--- src/rtl/hb_pkg.sv ---
// Shared definitions for the heartbeat generator: state encodings, widths and the Gray step helper.
`timescale 1ns/1ps
package hb_pkg;

  localparam int unsigned HB_W   = 3;
  localparam int unsigned MISS_W = 8;

  typedef enum logic [1:0] {
    ST_BOOT  = 2'b00,
    ST_RUN   = 2'b01,
    ST_STALL = 2'b10,
    ST_RESET = 2'b11
  } state_t;

  // Counter width able to hold 0..n-1, never narrower than one bit.
  function automatic int unsigned cnt_w(input int unsigned n);
    if (n < 32'd2) return 32'd1;
    return 32'($clog2(n));
  endfunction

  // Next heartbeat value; exactly one bit flips per step.
  function automatic logic [HB_W-1:0] gray_next(input logic [HB_W-1:0] g);
    logic [HB_W-1:0] nxt;
    case (g)
      3'b000:  nxt = 3'b001;
      3'b001:  nxt = 3'b011;
      3'b011:  nxt = 3'b010;
      3'b010:  nxt = 3'b110;
      3'b110:  nxt = 3'b111;
      3'b111:  nxt = 3'b101;
      3'b101:  nxt = 3'b100;
      default: nxt = 3'b000;
    endcase
    return nxt;
  endfunction

endpackage

--- src/rtl/hb_gen_sync_edge.sv ---
// Two-flop synchronizer with a configurable reset level, plus a rising-edge pulse.
`timescale 1ns/1ps
module sync_edge #(
  parameter logic RST_VAL = 1'b0
) (
  input  logic clk,
  input  logic reset,
  input  logic d,
  output logic level,
  output logic rise_c
);

  logic meta_q;
  logic sync_q;
  logic prev_q;

  always_ff @(posedge clk or negedge reset) begin
    if (!reset) begin
      meta_q <= RST_VAL;
      sync_q <= RST_VAL;
      prev_q <= RST_VAL;
    end else begin
      meta_q <= d;
      sync_q <= meta_q;
      prev_q <= sync_q;
    end
  end

  assign level  = sync_q;
  assign rise_c = sync_q & ~prev_q;

endmodule

--- src/rtl/hb_gen.sv ---
// Heartbeat generator: advances a Gray heartbeat while software kicks, freezes on kick loss,
// and holds the string processor in reset while the fault-detection unit requests it.
`timescale 1ns/1ps
module hb_gen
  import hb_pkg::*;
#(
  parameter int unsigned HB_PERIOD    = 2500000,
  parameter int unsigned KICK_TIMEOUT = 25000000,
  parameter int unsigned POR_MIN      = 250,
  parameter int unsigned BOOT_HOLD    = 12500000
) (
  input  logic              clk,
  input  logic              reset,
  input  logic              kick,
  input  logic              por_n,
  input  logic              fault_stop,
  output logic [HB_W-1:0]   hb,
  output logic              cpu_rst_n,
  output logic [1:0]        state_out,
  output logic [MISS_W-1:0] miss_count
);

  localparam int unsigned PER_W  = cnt_w(HB_PERIOD);
  localparam int unsigned KICK_W = cnt_w(KICK_TIMEOUT);
  localparam int unsigned POR_W  = cnt_w(POR_MIN);
  localparam int unsigned BOOT_W = cnt_w(BOOT_HOLD);

  localparam logic [PER_W-1:0]  PER_TERM  = PER_W'(HB_PERIOD - 1);
  localparam logic [KICK_W-1:0] KICK_TERM = KICK_W'(KICK_TIMEOUT - 1);
  localparam logic [POR_W-1:0]  POR_TERM  = POR_W'(POR_MIN - 1);
  localparam logic [BOOT_W-1:0] BOOT_TERM = BOOT_W'(BOOT_HOLD - 1);
  localparam logic [MISS_W-1:0] MISS_MAX  = '1;

  state_t              state_q, state_d;
  logic [BOOT_W-1:0]   boot_q, boot_d;
  logic [PER_W-1:0]    per_q, per_d;
  logic [KICK_W-1:0]   kick_q, kick_d;
  logic [POR_W-1:0]    por_q, por_d;
  logic [HB_W-1:0]     hb_q, hb_d;
  logic [MISS_W-1:0]   miss_q, miss_d;
  logic                rst_n_q, rst_n_d;

  logic kick_lvl, kick_evt_c;
  logic por_lvl, por_rise_c;
  logic por_req_c;
  logic sync_unused_c;

  sync_edge #(.RST_VAL(1'b0)) u_kick_sync (
    .clk    (clk),
    .reset  (reset),
    .d      (kick),
    .level  (kick_lvl),
    .rise_c (kick_evt_c)
  );

  sync_edge #(.RST_VAL(1'b1)) u_por_sync (
    .clk    (clk),
    .reset  (reset),
    .d      (por_n),
    .level  (por_lvl),
    .rise_c (por_rise_c)
  );

  assign sync_unused_c = &{1'b0, kick_lvl, por_rise_c};

  // A reset request needs POR_MIN consecutive synchronized-low cycles.
  assign por_req_c = ~por_lvl & (por_q >= POR_TERM);

  always_ff @(posedge clk or negedge reset) begin
    if (!reset) begin
      state_q <= ST_BOOT;
      boot_q  <= '0;
      per_q   <= '0;
      kick_q  <= '0;
      por_q   <= '0;
      hb_q    <= '0;
      miss_q  <= '0;
      rst_n_q <= 1'b0;
    end else begin
      state_q <= state_d;
      boot_q  <= boot_d;
      per_q   <= per_d;
      kick_q  <= kick_d;
      por_q   <= por_d;
      hb_q    <= hb_d;
      miss_q  <= miss_d;
      rst_n_q <= rst_n_d;
    end
  end

  always_comb begin
    state_d = state_q;
    boot_d  = boot_q;
    per_d   = per_q;
    kick_d  = kick_q;
    por_d   = por_q;
    hb_d    = hb_q;
    miss_d  = miss_q;
    rst_n_d = 1'b0;

    // Saturating low-run counter so it never wraps during long requests.
    if (por_lvl) begin
      por_d = '0;
    end else if (por_q != POR_TERM) begin
      por_d = por_q + POR_W'(1);
    end

    unique case (state_q)
      ST_BOOT: begin
        hb_d = '0;
        if (boot_q == BOOT_TERM) begin
          state_d = ST_RUN;
          kick_d  = '0;
          per_d   = '0;
        end else begin
          boot_d = boot_q + BOOT_W'(1);
        end
      end
      ST_RUN: begin
        if (!fault_stop) begin
          if (per_q == PER_TERM) begin
            per_d = '0;
            hb_d  = gray_next(hb_q);
          end else begin
            per_d = per_q + PER_W'(1);
          end
        end
        // A kick landing on the terminal cycle wins over the timeout.
        if (kick_evt_c) begin
          kick_d = '0;
        end else if (kick_q == KICK_TERM) begin
          state_d = ST_STALL;
          if (miss_q != MISS_MAX) miss_d = miss_q + MISS_W'(1);
        end else begin
          kick_d = kick_q + KICK_W'(1);
        end
      end
      ST_STALL: begin
      end
      ST_RESET: begin
        hb_d = '0;
        if (por_lvl) begin
          state_d = ST_BOOT;
          boot_d  = '0;
        end
      end
      default: state_d = ST_BOOT;
    endcase

    if (por_req_c) begin
      state_d = ST_RESET;
      boot_d  = '0;
      hb_d    = '0;
    end

    rst_n_d = (state_d == ST_RUN) || (state_d == ST_STALL);
  end

  assign hb         = hb_q;
  assign cpu_rst_n  = rst_n_q;
  assign state_out  = state_q;
  assign miss_count = miss_q;

endmodule

--- config.mk ---
export PLATFORM = sky130hd
export DESIGN_NAME = hb_gen
export DESIGN_NICKNAME = d
export VERILOG_FILES = /design/src/rtl/hb_pkg.sv /design/src/rtl/hb_gen_sync_edge.sv /design/src/rtl/hb_gen.sv
export SDC_FILE = /design/constraint.sdc
export NUM_CORES = 1
export LEC_CHECK = 0
export BUFFER_PORTS_ARGS = -buffer_cell sky130_fd_sc_hd__buf_2
export CELL_PAD_IN_SITES_DETAIL_PLACEMENT = 0
export CELL_PAD_IN_SITES_GLOBAL_PLACEMENT = 2
export CORE_MARGIN = 2
export CORE_UTILIZATION = 43
export DETAILED_ROUTE_END_ITERATION = 8
export PLACE_DENSITY_LB_ADDON = 0.15
export SYNTH_ARGS = -nofsm -noshare
export SYNTH_HDL_FRONTEND = slang
export SYNTH_SLANG_ARGS = --single-unit
--- constraint.sdc ---
create_clock -name clk -period 4.4 [get_ports clk]
set_input_delay 0 -clock clk [delete_from_list [all_inputs] [get_ports clk]]
set_output_delay 0 -clock clk [all_outputs]
set_load 0.005 [all_outputs]
==> tab_implementation.tex, run 1 <==
\begin{tabular}{lr}
\hline
Metric & Value \\
\hline
\multicolumn{2}{l}{\textbf{Outcome}} \\
\quad Result of the run & completed \\
\multicolumn{2}{l}{\textbf{Timing}} \\
\quad Final number of hold-violating endpoints & 0 \\
\quad Min Tclk post-route & 2997 ps \\
\quad Final max-slew violation count & 0 \\
\quad Maximum clock frequency & 333.7 MHz \\
\quad Setup violation total in the final timing report & 0 \\
\quad Least-Margin Pin Slew & 1097 ps \\
\quad Final total negative setup slack & 0 ps \\
\quad Final setup skew & 8.065 ps \\
\quad Relative slew slack & 26.87\% \\
\quad Crit share post-route & 68.11\% \\
\quad RSZ-0062 raised after global routing & false \\
\multicolumn{2}{l}{\textbf{Routing}} \\
\quad Final routed DRC violation total & 0 \\
\quad Post-route ant nets & 0 \\
\quad DRT Wirelength & 15110 µm \\
\quad Routed wirelength normalized by instance count & 18.27 µm \\
\quad Vias per Instance & 6.200 \\
\quad Number of DRC violations after detailed-routing iteration 0 & 362 \\
\quad Total vias in the final route & 5127 \\
\quad Detailed Routing Iterations Pass 1 & 5 \\
\multicolumn{2}{l}{\textbf{Layout}} \\
\quad Finished layout cell area & 6439 µm² \\
\quad Commonest cells after routing, fill and taps aside & 96 x sky130\_fd\_sc\_hd\_\_dfrtp\_1, 62 x sky130\_fd\_sc\_hd\_\_nand3\_1, 42 x sky130\_fd\_sc\_hd\_\_o31ai\_1 \\
\quad Commonest non-fill, non-tap cell in the layout & sky130\_fd\_sc\_hd\_\_dfrtp\_1 \\
\quad P\&R area growth vs syn & 9.513\% \\
\quad Fraction of layout cells with a size suffix above 1 & 9.831\% \\
\quad Total number of nets in the final design & 662 \\
\quad Antenna diode count & 0 \\
\multicolumn{2}{l}{\textbf{Critical path}} \\
\quad Buffering stage count on the worst path with inverters included & 2 \\
\quad Highest cell delay on the worst timing path & 560 ps \\
\quad Data arrival time of the critical path & 3230 ps \\
\quad Data required, critical path & 4640 ps \\
\quad RR Startpoint & state\_out[1]\$\_DFF\_PN0\_ \\
\quad Crit path launch & state\_out[1]\$\_DFF\_PN0\_ \\
\quad Crit path max-delay cell type & sky130\_fd\_sc\_hd\_\_nand3\_1 \\
\quad Crit Path Max Fanout & 17 \\
\quad Cell repeated most along the worst path & sky130\_fd\_sc\_hd\_\_inv\_1 \\
\quad Crit-path leading delay family & simple AND/OR/NAND/NOR gates \\
\quad Cell chain of the critical path & inv\_1 > ha\_1 > inv\_1 > nor2\_1 > a31o\_2 > nand3\_1 > o41ai\_1 \\
\quad CP Capture Type & flop \\
\quad Kind of launch point of the worst setup path & flop \\
\quad Critical path class & reg -> reg \\
\multicolumn{2}{l}{\textbf{Die}} \\
\quad Site row count & 42 \\
\quad Chip width & 120.9 µm \\
\quad Overall die height & 120.9 µm \\
\quad Starting Density & 44.22\% \\
\quad Area of the core & 13300 µm² \\
\quad Floorplan die area & 14620 µm² \\
\quad Number of top-level pins & 19 \\
\multicolumn{2}{l}{\textbf{GRT}} \\
\quad Total overflow reported by the global router & 0 \\
\quad First-pass GRT wire length & 25640 µm \\
\quad GRT Resource Usage Total & 21.92\% \\
\quad Largest net degree at the start of global routing & 59 \\
\quad Vias in the first global route & 4924 \\
\quad Antenna violations before repair & 0 \\
\multicolumn{2}{l}{\textbf{Yosys}} \\
\quad FFs w/ async S/R, synth & 100.0\% \\
\quad Synth unique cells & 63 \\
\quad Post-synth EDFFs & 0 \\
\quad Sequential share of the synthesized area & 41.75\% \\
\quad Mean instance size in the synthesized netlist & 9.158 µm² \\
\quad Most used flip-flop cell after synthesis & sky130\_fd\_sc\_hd\_\_dfrtp\_1 \\
\quad Synthesis warning total & 0 \\
\quad Total of flip-flops plus latches after synthesis & 98 \\
\quad Synthesized net count & 658 \\
\quad Total standard cell area after synthesis & 5879 µm² \\
\quad Cells after synthesis & 642 \\
\multicolumn{2}{l}{\textbf{Pwr}} \\
\quad Static leakage power & 2.614 nW \\
\quad Total power divided by cell area & 272.6 nW/µm² \\
\quad Worst vdd rail ir drop & 168.5 µV \\
\multicolumn{2}{l}{\textbf{Flow run}} \\
\quad Count of maximum capacitance violations & 0 \\
\multicolumn{2}{l}{\textbf{Hold path}} \\
\quad Hold WC Path Type & in -> async \\
\multicolumn{2}{l}{\textbf{Place}} \\
\quad Placer congestion estimate & 0.8280 \\
\quad Placed wire-length estimate & 10220 µm \\
\quad Post-placement cell area & 6115 µm² \\
\quad Total of buffers placed on input and output ports & 18 \\
\multicolumn{2}{l}{\textbf{Clocking}} \\
\quad CTS sink count & 98 \\
\quad TritonCTS buffer count & 9 \\
\quad Number of post-CTS setup repair buffers & 0 \\
\quad Clock latency on the worst-skew pair & 360 ps \\
\quad Root buffer selected by CTS & sky130\_fd\_sc\_hd\_\_clkbuf\_16 \\
\quad Number of hold-repair buffers added at the cts stage & 3 \\
\quad CTS clk-pin slew, worst paths & 70 ps \\
\quad Max Root-Sink Buffers & 2 \\
\quad Htree depth & 3 \\
\quad Resize count post-CTS & 0 \\
\quad CTS tree & done \\
\hline
\end{tabular}
-- registers in the layout, summed over array words and instances, names as in the netlist --
register and cells:
state_out 2, boot_q 24, u_kick_sync.prev_q 1, u_por_sync.level 1, kick_q 25, por_q 8, u_kick_sync.meta_q 1, miss_count 8
per_q 22, u_kick_sync.level 1, u_por_sync.meta_q 1, hb 3, cpu_rst_n 1
-- cell type report --
type                            instances  area (µm²)
Fill cell                            1251        6857
Multi-Input combinational cell        483        3189
Sequential cell                        98        2455
Clock buffer                            9       225.2
Tap cell                              176       220.2
Timing Repair Buffer                   30       190.2
Inverter                               24       90.09
Clock inverter                          7       68.82
-- cell families after synthesis --
logic type               synth area share, %
AND/OR/NAND/NOR                        26.71
multiplexers                           3.277
buffers and inverters                  4.256
XOR/XNOR                               1.788
flip-flops                             41.75
AO/OA/AOI/OAI                          19.88
adder cells (fa/ha/maj)                2.341
-- per-layer routing --
layer | vias to the layer above | wire (µm) | track usage (%)
met5 | - | 0 | 0
met1 | 2564 | 7344 | 31.17
met2 | 70 | 7103 | 33.99
li1 | 2476 | - | -
met3 | 17 | 338 | 2.632
met4 | 0 | 323 | 8.866
-- final timing paths --
path / to / cells after the start / slack, ps
setup / recovery: kick_q[6]$_DFFE_PN0P_ / 7 / 1400
hold / removal: per_q[10]$_DFFE_PN0P_ / 2 / 170
setup reg to reg: kick_q[6]$_DFFE_PN0P_ / 7 / 1400
hold reg to reg: u_kick_sync.level$_DFF_PN0_ / 0 / 360
max in group asynchronous: kick_q[16]$_DFFE_PN0P_ / 3 / 3040
min in group clk: per_q[11]$_DFFE_PN0P_ / 4 / 210
-- per-stage QoR --
step / instances / total power, mW / utilization, % / hold slack, ps / setup slack, ps
global placement: 808 / 0.9609 / 45.99 / 27.10 / 1561
floorplan: 642 / 0.9358 / - / -295.6 / 2312
global route: 827 / 1.812 / 48.43 / 237.3 / 1113
CTS: 827 / 1.776 / 48.43 / 205.7 / 1416
finish: 827 / 1.755 / 48.43 / 174.0 / 1403
detailed placement: 808 / 0.9623 / 45.99 / 35.18 / 1448
-- power breakdown --
group / total (mW) / internal [mW] / switching, mW
logic: 0.0334 / 0.00857 / 0.0248
clock network: 0.811 / 0.440 / 0.371
registers: 0.911 / 0.905 / 0.00554
total: 1.76 / 1.35 / 0.401
-- Yosys cell counts, types with 3 or more instances --
cell type / number / area share, %
sky130_fd_sc_hd__or4_1: 12 / 1.5
sky130_fd_sc_hd__and4_1: 6 / 0.89
sky130_fd_sc_hd__nor4_4: 3 / 1.1
sky130_fd_sc_hd__nand2b_1: 4 / 0.43
sky130_fd_sc_hd__o22ai_1: 7 / 0.74
sky130_fd_sc_hd__a22oi_1: 4 / 0.51
sky130_fd_sc_hd__nand4b_1: 4 / 0.60
sky130_fd_sc_hd__nor4_1: 8 / 0.85
sky130_fd_sc_hd__clkbuf_1: 25 / 1.6
sky130_fd_sc_hd__ha_1: 11 / 2.3
sky130_fd_sc_hd__nor4bb_1: 3 / 0.51
sky130_fd_sc_hd__and3_1: 21 / 2.2
sky130_fd_sc_hd__mux2i_1: 17 / 2.9
sky130_fd_sc_hd__a211oi_1: 13 / 1.7
sky130_fd_sc_hd__xor2_1: 10 / 1.5
sky130_fd_sc_hd__dfrtp_1: 96 / 41
sky130_fd_sc_hd__o31ai_1: 42 / 5.4
sky130_fd_sc_hd__o41ai_1: 5 / 0.74
sky130_fd_sc_hd__nor4_2: 3 / 0.64
sky130_fd_sc_hd__a22o_1: 5 / 0.74
sky130_fd_sc_hd__nand4_1: 22 / 2.3
sky130_fd_sc_hd__a41oi_1: 7 / 1.0
sky130_fd_sc_hd__nand3_1: 62 / 5.3
sky130_fd_sc_hd__and2_1: 8 / 0.85
sky130_fd_sc_hd__or3_1: 6 / 0.64
sky130_fd_sc_hd__nand2_1: 41 / 2.6
sky130_fd_sc_hd__buf_2: 11 / 0.94
sky130_fd_sc_hd__o21ai_0: 28 / 2.4
sky130_fd_sc_hd__nor3b_1: 4 / 0.51
sky130_fd_sc_hd__nand3b_1: 9 / 1.1
sky130_fd_sc_hd__nor2_1: 35 / 2.2
sky130_fd_sc_hd__a21oi_1: 30 / 2.6
sky130_fd_sc_hd__nor3_1: 11 / 0.94
sky130_fd_sc_hd__a31oi_1: 8 / 0.85
sky130_fd_sc_hd__inv_1: 24 / 1.5
No activity file was read; power rests on OpenSTA's default activity.
==> run 2: changes to the inputs <==
--- a/config.mk
+++ b/config.mk
@@ -9,7 +9,7 @@
 export CELL_PAD_IN_SITES_DETAIL_PLACEMENT = 0
 export CELL_PAD_IN_SITES_GLOBAL_PLACEMENT = 2
 export CORE_MARGIN = 2
-export CORE_UTILIZATION = 43
+export CORE_UTILIZATION = 36
 export DETAILED_ROUTE_END_ITERATION = 8
 export PLACE_DENSITY_LB_ADDON = 0.15
 export SYNTH_ARGS = -nofsm -noshare
==> constraint.sdc (replaced) <==
create_clock -name clk -period 2.5 [get_ports clk]
set_input_delay 0 -clock clk [delete_from_list [all_inputs] [get_ports clk]]
set_output_delay 0 -clock clk [all_outputs]
set_load 0.005 [all_outputs]
==> run 2 against run 1 <==
Core utilization fell by 5.7 points. Non-clock buffer count rose by 36. Hold slack got worse by 14 ps. Total power rose by 78%. Count of clock-buffer cells in the layout rose by 1.
==> tab_implementation.tex, run 2 (synthesized netlist as in run 1, its figures left out) <==
\begin{tabular}{lr}
\hline
Metric & Value \\
\hline
\multicolumn{2}{l}{\textbf{Layout}} \\
\quad Fraction of layout cells with a size suffix above 1 & 14.70\% (was 9.831\%) \\
\quad Register with the highest flop count & kick\_q (unchanged) \\
\quad Commonest non-fill, non-tap cell in the layout & sky130\_fd\_sc\_hd\_\_dfrtp\_1 (unchanged) \\
\quad Final instance count without filler cells & 903 (was 827) \\
\quad P\&R area growth vs syn & 15.88\% (was 9.513\%) \\
\quad Commonest cells after routing, fill and taps aside & 96 x sky130\_fd\_sc\_hd\_\_dfrtp\_1, 62 x sky130\_fd\_sc\_hd\_\_nand3\_1, 43 x sky130\_fd\_sc\_hd\_\_buf\_4 (was 96 x sky130\_fd\_sc\_hd\_\_dfrtp\_1, 62 x sky130\_fd\_sc\_hd\_\_nand3\_1, 42 x sky130\_fd\_sc\_hd\_\_o31ai\_1) \\
\quad Flip-flop count of the largest register after layout & 25 (unchanged) \\
\quad Total number of nets in the final design & 698 (was 662) \\
\quad Antenna diode count & 0 (unchanged) \\
\quad Biggest regs & kick\_q x25, boot\_q x24, per\_q x22 (unchanged) \\
\multicolumn{2}{l}{\textbf{Critical path}} \\
\quad Cell repeated most along the worst path & sky130\_fd\_sc\_hd\_\_nor4\_4 (was sky130\_fd\_sc\_hd\_\_inv\_1) \\
\quad RR Startpoint & kick\_q[10]\$\_DFFE\_PN0P\_ (was state\_out[1]\$\_DFF\_PN0\_) \\
\quad Cell chain of the critical path & or4\_4 > nor4\_4 > nand3\_2 > buf\_4 > nor4\_4 > xor2\_1 (was inv\_1 > ha\_1 > inv\_1 > nor2\_1 > a31o\_2 > nand3\_1 > o41ai\_1) \\
\quad Data required, critical path & 2780 ps (was 4640 ps) \\
\quad CP Capture Type & flop (unchanged) \\
\quad Data arrival time of the critical path & 2560 ps (was 3230 ps) \\
\quad Crit path max-delay cell type & sky130\_fd\_sc\_hd\_\_or4\_4 (was sky130\_fd\_sc\_hd\_\_nand3\_1) \\
\quad Crit path launch & kick\_q[10]\$\_DFFE\_PN0P\_ (was state\_out[1]\$\_DFF\_PN0\_) \\
\quad Crit Path Max Fanout & 7 (was 17) \\
\quad Critical path class & reg -> reg (unchanged) \\
\quad Highest cell delay on the worst timing path & 530 ps (was 560 ps) \\
\quad Kind of launch point of the worst setup path & flop (unchanged) \\
\multicolumn{2}{l}{\textbf{Routing}} \\
\quad Detailed Routing Iterations Pass 1 & 5 (unchanged) \\
\quad Routed wirelength normalized by instance count & 17.53 µm (was 18.27 µm) \\
\quad Met3 wire length & 535 µm (was 338 µm) \\
\quad Metal1 wirelength & 7352 µm (was 7344 µm) \\
\quad Total vias in the final route & 5228 (was 5127) \\
\quad DRT Wirelength & 15830 µm (was 15110 µm) \\
\quad Final routed DRC violation total & 0 (unchanged) \\
\quad Highest routed metal layer & met4 (unchanged) \\
\quad Post-route ant nets & 0 (unchanged) \\
\quad Vias per Instance & 5.790 (was 6.200) \\
\quad Length of routed met2 wiring & 7656 µm (was 7103 µm) \\
\quad Number of DRC violations after detailed-routing iteration 0 & 295 (was 362) \\
\multicolumn{2}{l}{\textbf{Pwr}} \\
\quad Static leakage power & 2.815 nW (was 2.614 nW) \\
\quad Sum of internal, switching and leakage power & 3.122 mW (was 1.755 mW) \\
\quad Proportion of total power due to net switching & 22.52\% (was 22.86\%) \\
\quad Sequential fraction of design power & 51.3\% (was 51.9\%) \\
\quad Clock Power Share & 46.6\% (was 46.2\%) \\
\quad Total power divided by cell area & 458.2 nW/µm² (was 272.6 nW/µm²) \\
\quad Relative contribution of combinational cells to total power & 2.1\% (was 1.9\%) \\
\quad Net switching power & 703.1 µW (was 401.4 µW) \\
\quad Worst vdd rail ir drop & 376.7 µV (was 168.5 µV) \\
\quad Internal & 2.419 mW (was 1.354 mW) \\
\multicolumn{2}{l}{\textbf{Die}} \\
\quad Starting Density & 36.88\% (was 44.22\%) \\
\quad Floorplan die area & 17370 µm² (was 14620 µm²) \\
\quad Overall die height & 131.8 µm (was 120.9 µm) \\
\quad Chip width & 131.8 µm (was 120.9 µm) \\
\quad Area of the core & 15940 µm² (was 13300 µm²) \\
\quad Site row count & 46 (was 42) \\
\quad Number of top-level pins & 19 (unchanged) \\
\multicolumn{2}{l}{\textbf{GRT}} \\
\quad First-pass GRT wire length & 26340 µm (was 25640 µm) \\
\quad Antenna violations before repair & 0 (unchanged) \\
\quad Vias in the first global route & 5025 (was 4924) \\
\quad Largest net degree at the start of global routing & 52 (was 59) \\
\quad Total overflow reported by the global router & 0 (unchanged) \\
\quad GRT Resource Usage Total & 18.63\% (was 21.92\%) \\
\multicolumn{2}{l}{\textbf{Timing}} \\
\quad Maximum clock frequency & 437.3 MHz (was 333.7 MHz) \\
\quad Min Tclk post-route & 2287 ps (was 2997 ps) \\
\quad Setup violation total in the final timing report & 0 (unchanged) \\
\quad RSZ-0062 raised after global routing & false (unchanged) \\
\quad Final setup skew & 5.713 ps (was 8.065 ps) \\
\quad Relative slew slack & 53.05\% (was 26.87\%) \\
\quad Least-Margin Pin Slew & 704.2 ps (was 1097 ps) \\
\quad Final total negative setup slack & 0 ps (unchanged) \\
\quad Final max-slew violation count & 0 (unchanged) \\
\quad Crit share post-route & 91.47\% (was 68.11\%) \\
\quad Setup WS post-layout & 213.2 ps (was 1403 ps) \\
\quad Final number of hold-violating endpoints & 0 (unchanged) \\
\multicolumn{2}{l}{\textbf{Hold path}} \\
\quad Start point of the worst min-delay path & fault\_stop \\
\quad Hold WC Path Type & in -> reg (was in -> async) \\
\multicolumn{2}{l}{\textbf{Place}} \\
\quad Placed wire-length estimate & 10950 µm (was 10220 µm) \\
\quad Placement-stage worst setup slack & 178.8 ps (was 1448 ps) \\
\quad Total instance count after detailed placement & 884 (was 808) \\
\quad Total of buffers placed on input and output ports & 18 (unchanged) \\
\quad Placer congestion estimate & 0.8769 (was 0.8280) \\
\multicolumn{2}{l}{\textbf{Clocking}} \\
\quad Htree depth & 3 (unchanged) \\
\quad Root buffer selected by CTS & sky130\_fd\_sc\_hd\_\_clkbuf\_16 (unchanged) \\
\quad CTS tree & done (unchanged) \\
\quad Clock latency on the worst-skew pair & 350 ps (was 360 ps) \\
\quad TritonCTS buffer count & 9 (unchanged) \\
\quad Max Root-Sink Buffers & 2 (unchanged) \\
\quad Number of post-CTS setup repair buffers & 0 (unchanged) \\
\quad CTS sink count & 98 (unchanged) \\
\quad CTS clk-pin slew, worst paths & 70 ps (about the same) \\
\multicolumn{2}{l}{\textbf{Outcome}} \\
\quad Result of the run & completed (unchanged) \\
\multicolumn{2}{l}{\textbf{Flow run}} \\
\quad Count of maximum capacitance violations & 0 (unchanged) \\
\hline
\end{tabular}
## run 2: final cells by class
class | instances | area, µm²
Sequential cell | 98 | 2455
Fill cell | 1565 | 9130
Timing Repair Buffer | 66 | 498.0
Clock buffer | 10 | 239.0
Multi-Input combinational cell | 483 | 3196
Tap cell | 216 | 270.3
Inverter | 24 | 90.09
Clock inverter | 6 | 65.06
## run 2: layer usage
metal / vias up / global-route usage, %
li1: 2543 / -
met4: 0 / 6.341
met2: 83 / 30.48
met5: - / 0
met3: 21 / 3.614
met1: 2581 / 24.77
## run 2: path summary, 6_finish.rpt
path                                              end  slack (ps)  depth (start not counted)
max                         miss_count[7]$_DFFE_PN0P_         210                          6
min                              per_q[5]$_DFFE_PN0P_         160                          3
max reg2reg                 miss_count[7]$_DFFE_PN0P_         210                          6
min reg2reg                u_por_sync.level$_DFF_PN1_         360                          0
max in group asynchronous        por_q[7]$_DFFE_PN0P_        1510                          3
min in group asynchronous       per_q[12]$_DFFE_PN0P_         240                          2
## run 2: per-stage QoR
step / instance area [µm²] / utilization [%] / hold WS [ps]
5_1_grt: 6813 / 42.73 / 176.0
3_3_place_gp: 6472 / 40.60 / 101.3
4_1_cts: 6807 / 42.69 / 151.5
3_5_place_dp: 6472 / 40.60 / 107.6
6_report: 6813 / 42.73 / 160.1
2_1_floorplan: 5879 / - / -295.6
## run 2: power by group through the flow
stage          Clock [mW]  Sequential, mW  Combinational, mW
6_report             1.45            1.60             0.0663
5_1_grt              1.58            1.60             0.0782
4_1_cts              1.51            1.60             0.0703
3_5_place_dp            0            1.63             0.0663
3_3_place_gp            0            1.63             0.0662
2_1_floorplan           0            1.63             0.0172
## run 2: repair_timing
item	4_1_cts	5_1_grt
endpoints found under the setup margin	0	5
hold buffers	3	0
resized for setup	0	2
endpoints found under the hold margin	50	0
## run 2: worst max-delay path, delay by kind of cell (launching register included)
| family | cells | cell delay (ps) |
|---|---|---|
| xor gates and xnor gates | 1 | 170 |
| buffers and inverters | 1 | 230 |
| DFF | 1 | 410 |
| and+or+nand+nor | 4 | 1390 |
==> run 3: changes to the inputs <==
--- a/config.mk
+++ b/config.mk
@@ -10,8 +10,10 @@
 export CELL_PAD_IN_SITES_GLOBAL_PLACEMENT = 2
 export CORE_MARGIN = 2
 export CORE_UTILIZATION = 36
+export CTS_CLUSTER_DIAMETER = 80
 export DETAILED_ROUTE_END_ITERATION = 8
 export PLACE_DENSITY_LB_ADDON = 0.15
+export RECOVER_POWER = 25
 export SYNTH_ARGS = -nofsm -noshare
 export SYNTH_HDL_FRONTEND = slang
 export SYNTH_SLANG_ARGS = --single-unit
==> run 3 against run 2 <==
Core utilization is essentially flat. Die area is the same. Largest power group unchanged. Count of clock-buffer cells in the layout is the same. Via count is essentially flat. Critical path depth is the same. Non-clock buffer count is the same. Sequential share of layout area is essentially flat. Total power is essentially flat. Highest routed layer unchanged. Cell count is the same. Routed wire length is essentially flat. Clock skew is the same. Sequential power is essentially flat.
==> tab_implementation.tex, run 3 (synthesized netlist as in run 1, its figures left out) <==
\begin{tabular}{lr}
\hline
Metric & Value \\
\hline
\multicolumn{2}{l}{\textbf{Pwr}} \\
\quad Worst vdd rail ir drop & 376.7 µV (unchanged) \\
\quad Net switching power & 703.1 µW (about the same) \\
\quad Relative contribution of combinational cells to total power & 2.1\% (about the same) \\
\quad Static leakage power & 2.815 nW (about the same) \\
\quad Internal & 2.418 mW (was 2.419 mW) \\
\quad Sequential fraction of design power & 51.3\% (about the same) \\
\quad Total power divided by cell area & 458.4 nW/µm² (was 458.2 nW/µm²) \\
\quad Proportion of total power due to net switching & 22.53\% (was 22.52\%) \\
\quad Clock Power Share & 46.6\% (about the same) \\
\multicolumn{2}{l}{\textbf{Place}} \\
\quad Placer congestion estimate & 0.8769 (unchanged) \\
\quad Placed wire-length estimate & 10950 µm (unchanged) \\
\quad Total of buffers placed on input and output ports & 18 (unchanged) \\
\quad Post-placement cell area & 6472 µm² (unchanged) \\
\multicolumn{2}{l}{\textbf{Critical path}} \\
\quad Cell repeated most along the worst path & sky130\_fd\_sc\_hd\_\_nor4\_4 (unchanged) \\
\quad Crit path max-delay cell type & sky130\_fd\_sc\_hd\_\_or4\_4 (unchanged) \\
\quad Crit Path Max Fanout & 7 (unchanged) \\
\quad RR Startpoint & kick\_q[10]\$\_DFFE\_PN0P\_ (unchanged) \\
\quad Number of cell instances on the worst register-to-register path & 6 (unchanged) \\
\quad Kind of launch point of the worst setup path & flop (unchanged) \\
\quad Data required, critical path & 2780 ps (about the same) \\
\quad Crit path launch & kick\_q[10]\$\_DFFE\_PN0P\_ (unchanged) \\
\quad Critical path class & reg -> reg (unchanged) \\
\quad CP Capture Type & flop (unchanged) \\
\quad Data arrival time of the critical path & 2560 ps (about the same) \\
\quad Cell chain of the critical path & or4\_4 > nor4\_4 > nand3\_2 > buf\_4 > nor4\_4 > xor2\_1 (unchanged) \\
\quad Highest cell delay on the worst timing path & 530 ps (about the same) \\
\quad Crit path depth & 6 (unchanged) \\
\quad Buffering stage count on the worst path with inverters included & 1 (unchanged) \\
\quad Crit-path leading delay family & simple AND/OR/NAND/NOR gates (unchanged) \\
\multicolumn{2}{l}{\textbf{Timing}} \\
\quad Crit share post-route & 91.47\% (about the same) \\
\quad Maximum clock frequency & 437.3 MHz (unchanged) \\
\quad Final total negative setup slack & 0 ps (unchanged) \\
\quad RSZ-0062 raised after global routing & false (unchanged) \\
\quad Min Tclk post-route & 2287 ps (about the same) \\
\quad Setup violation total in the final timing report & 0 (unchanged) \\
\quad Least-Margin Pin Slew & 1385 ps (was 704.2 ps) \\
\quad Final setup skew & 5.713 ps (unchanged) \\
\quad Final max-slew violation count & 0 (unchanged) \\
\quad Final number of hold-violating endpoints & 0 (unchanged) \\
\quad Relative slew slack & 7.677\% (was 53.05\%) \\
\multicolumn{2}{l}{\textbf{Layout}} \\
\quad Area taken by flip-flops and latches & 2455 µm² (unchanged) \\
\quad Finished layout cell area & 6810 µm² (was 6813 µm²) \\
\quad Commonest non-fill, non-tap cell in the layout & sky130\_fd\_sc\_hd\_\_dfrtp\_1 (unchanged) \\
\quad Number of filler cells placed in the layout & 1566 (was 1565) \\
\quad Commonest cells after routing, fill and taps aside & 96 x sky130\_fd\_sc\_hd\_\_dfrtp\_1, 62 x sky130\_fd\_sc\_hd\_\_nand3\_1, 42 x sky130\_fd\_sc\_hd\_\_o31ai\_1, 42 x sky130\_fd\_sc\_hd\_\_buf\_4, 41 x sky130\_fd\_sc\_hd\_\_nand2\_1 (was 96 x sky130\_fd\_sc\_hd\_\_dfrtp\_1, 62 x sky130\_fd\_sc\_hd\_\_nand3\_1, 43 x sky130\_fd\_sc\_hd\_\_buf\_4) \\
\quad P\&R area growth vs syn & 15.83\% (was 15.88\%) \\
\quad Biggest regs & kick\_q x25, boot\_q x24, per\_q x22 (unchanged) \\
\quad Multi-input combinational cell area & 3196 µm² (unchanged) \\
\quad Total number of nets in the final design & 698 (unchanged) \\
\quad Fraction of layout cells with a size suffix above 1 & 14.70\% (unchanged) \\
\quad Antenna diode count & 0 (unchanged) \\
\quad Flip-flop count of the largest register after layout & 25 (unchanged) \\
\quad Register with the highest flop count & kick\_q (unchanged) \\
\multicolumn{2}{l}{\textbf{GRT}} \\
\quad Total overflow reported by the global router & 0 (unchanged) \\
\quad GRT Resource Usage Total & 18.63\% (unchanged) \\
\quad Antenna violations before repair & 0 (unchanged) \\
\quad Largest net degree at the start of global routing & 52 (unchanged) \\
\quad First-pass GRT wire length & 26340 µm (unchanged) \\
\quad Vias in the first global route & 5025 (unchanged) \\
\multicolumn{2}{l}{\textbf{Clocking}} \\
\quad CTS sink count & 98 (unchanged) \\
\quad TritonCTS buffer count & 9 (unchanged) \\
\quad Max Root-Sink Buffers & 2 (unchanged) \\
\quad Htree depth & 3 (unchanged) \\
\quad Clock latency on the worst-skew pair & 350 ps (about the same) \\
\quad CTS clk-pin slew, worst paths & 70 ps (about the same) \\
\quad CTS tree & done (unchanged) \\
\quad Root buffer selected by CTS & sky130\_fd\_sc\_hd\_\_clkbuf\_16 (unchanged) \\
\multicolumn{2}{l}{\textbf{Routing}} \\
\quad Number of DRC violations after detailed-routing iteration 0 & 302 (was 295) \\
\quad Total vias in the final route & 5231 (was 5228) \\
\quad Vias per Instance & 5.793 (was 5.790) \\
\quad Post-route ant nets & 0 (unchanged) \\
\quad DRT Wirelength & 15830 µm (about the same) \\
\quad Routed wirelength normalized by instance count & 17.53 µm (about the same) \\
\quad Detailed Routing Iterations Pass 1 & 5 (unchanged) \\
\quad Final routed DRC violation total & 0 (unchanged) \\
\multicolumn{2}{l}{\textbf{Die}} \\
\quad Number of top-level pins & 19 (unchanged) \\
\quad Floorplan die area & 17370 µm² (unchanged) \\
\quad Area of the core & 15940 µm² (unchanged) \\
\quad Overall die height & 131.8 µm (unchanged) \\
\quad Starting Density & 36.88\% (unchanged) \\
\quad Chip width & 131.8 µm (unchanged) \\
\quad Site row count & 46 (unchanged) \\
\multicolumn{2}{l}{\textbf{Hold path}} \\
\quad Hold WC Path Type & in -> reg (unchanged) \\
\quad Worst Hold Depth & 3 (unchanged) \\
\quad Start point of the worst min-delay path & fault\_stop (unchanged) \\
\multicolumn{2}{l}{\textbf{Flow run}} \\
\quad Count of maximum capacitance violations & 0 (unchanged) \\
\multicolumn{2}{l}{\textbf{Outcome}} \\
\quad Result of the run & completed (unchanged) \\
\hline
\end{tabular}
## run 3: cell count changes in the layout (fill, tap and decap cells not counted), sizes merged
cell    change
buf         -1
clkbuf      +1
## run 3: cell type report
| type | instances | share of cell area [%] |
|---|---|---|
| Clock buffer | 10 | 3.509 |
| Tap cell | 216 | 3.968 |
| Sequential cell | 98 | 36.05 |
| Timing Repair Buffer | 66 | 7.275 |
| Clock inverter | 6 | 0.9554 |
| Multi-Input combinational cell | 483 | 46.92 |
| Inverter | 24 | 1.323 |
## run 3: worst reg2reg max path, cell delays in order (launching register included)
cell	delay, ps
sky130_fd_sc_hd__dfrtp_1	410
sky130_fd_sc_hd__or4_4	530
sky130_fd_sc_hd__nor4_4	340
sky130_fd_sc_hd__nand3_2	250
sky130_fd_sc_hd__buf_4	230
sky130_fd_sc_hd__nor4_4	270
sky130_fd_sc_hd__xor2_1	170
## run 3: metal layers
metal,track usage [%],wire length (µm)
met1,24.77,7344
met2,30.48,7664
met3,3.614,538
met4,6.341,284
met5,0,0
## run 3: final timing paths
check,to,slack [ps]
min in group asynchronous,per_q[12]$_DFFE_PN0P_,500
hold reg to reg,u_por_sync.level$_DFF_PN1_,360
setup reg to reg,miss_count[7]$_DFFE_PN0P_,210
hold / removal,per_q[5]$_DFFE_PN0P_,160
setup / recovery,miss_count[7]$_DFFE_PN0P_,210
max in group asynchronous,por_q[7]$_DFFE_PN0P_,1050
## run 3: through the flow
stage	std cells	power [mW]	utilization [%]	setup slack [ps]	hold WS, ps
6_report	903	3.122	42.72	213.2	160.5
5_1_grt	903	3.260	42.72	43.15	176.0
4_1_cts	903	3.180	42.69	148.1	151.5
3_5_place_dp	884	1.699	40.60	178.8	107.6
3_3_place_gp	884	1.698	40.60	180.0	101.3
2_1_floorplan	642	1.647	-	411.6	-295.6
## run 3: repair_timing
action | in CTS | in global routing
endpoints found under the hold margin | 50 | 0
buffers inserted | 0 | 0
hold buffers | 3 | 0
gates resized for setup | 0 | 2
endpoints found under the setup margin | 0 | 5
## run 3: power groups by stage
stage	logic [mW]	registers [mW]	clock network, mW
floorplan	0.0172	1.63	0
global placement	0.0662	1.63	0
detailed placement	0.0663	1.63	0
CTS	0.0703	1.60	1.51
global route	0.0777	1.60	1.58
finish	0.0659	1.60	1.45
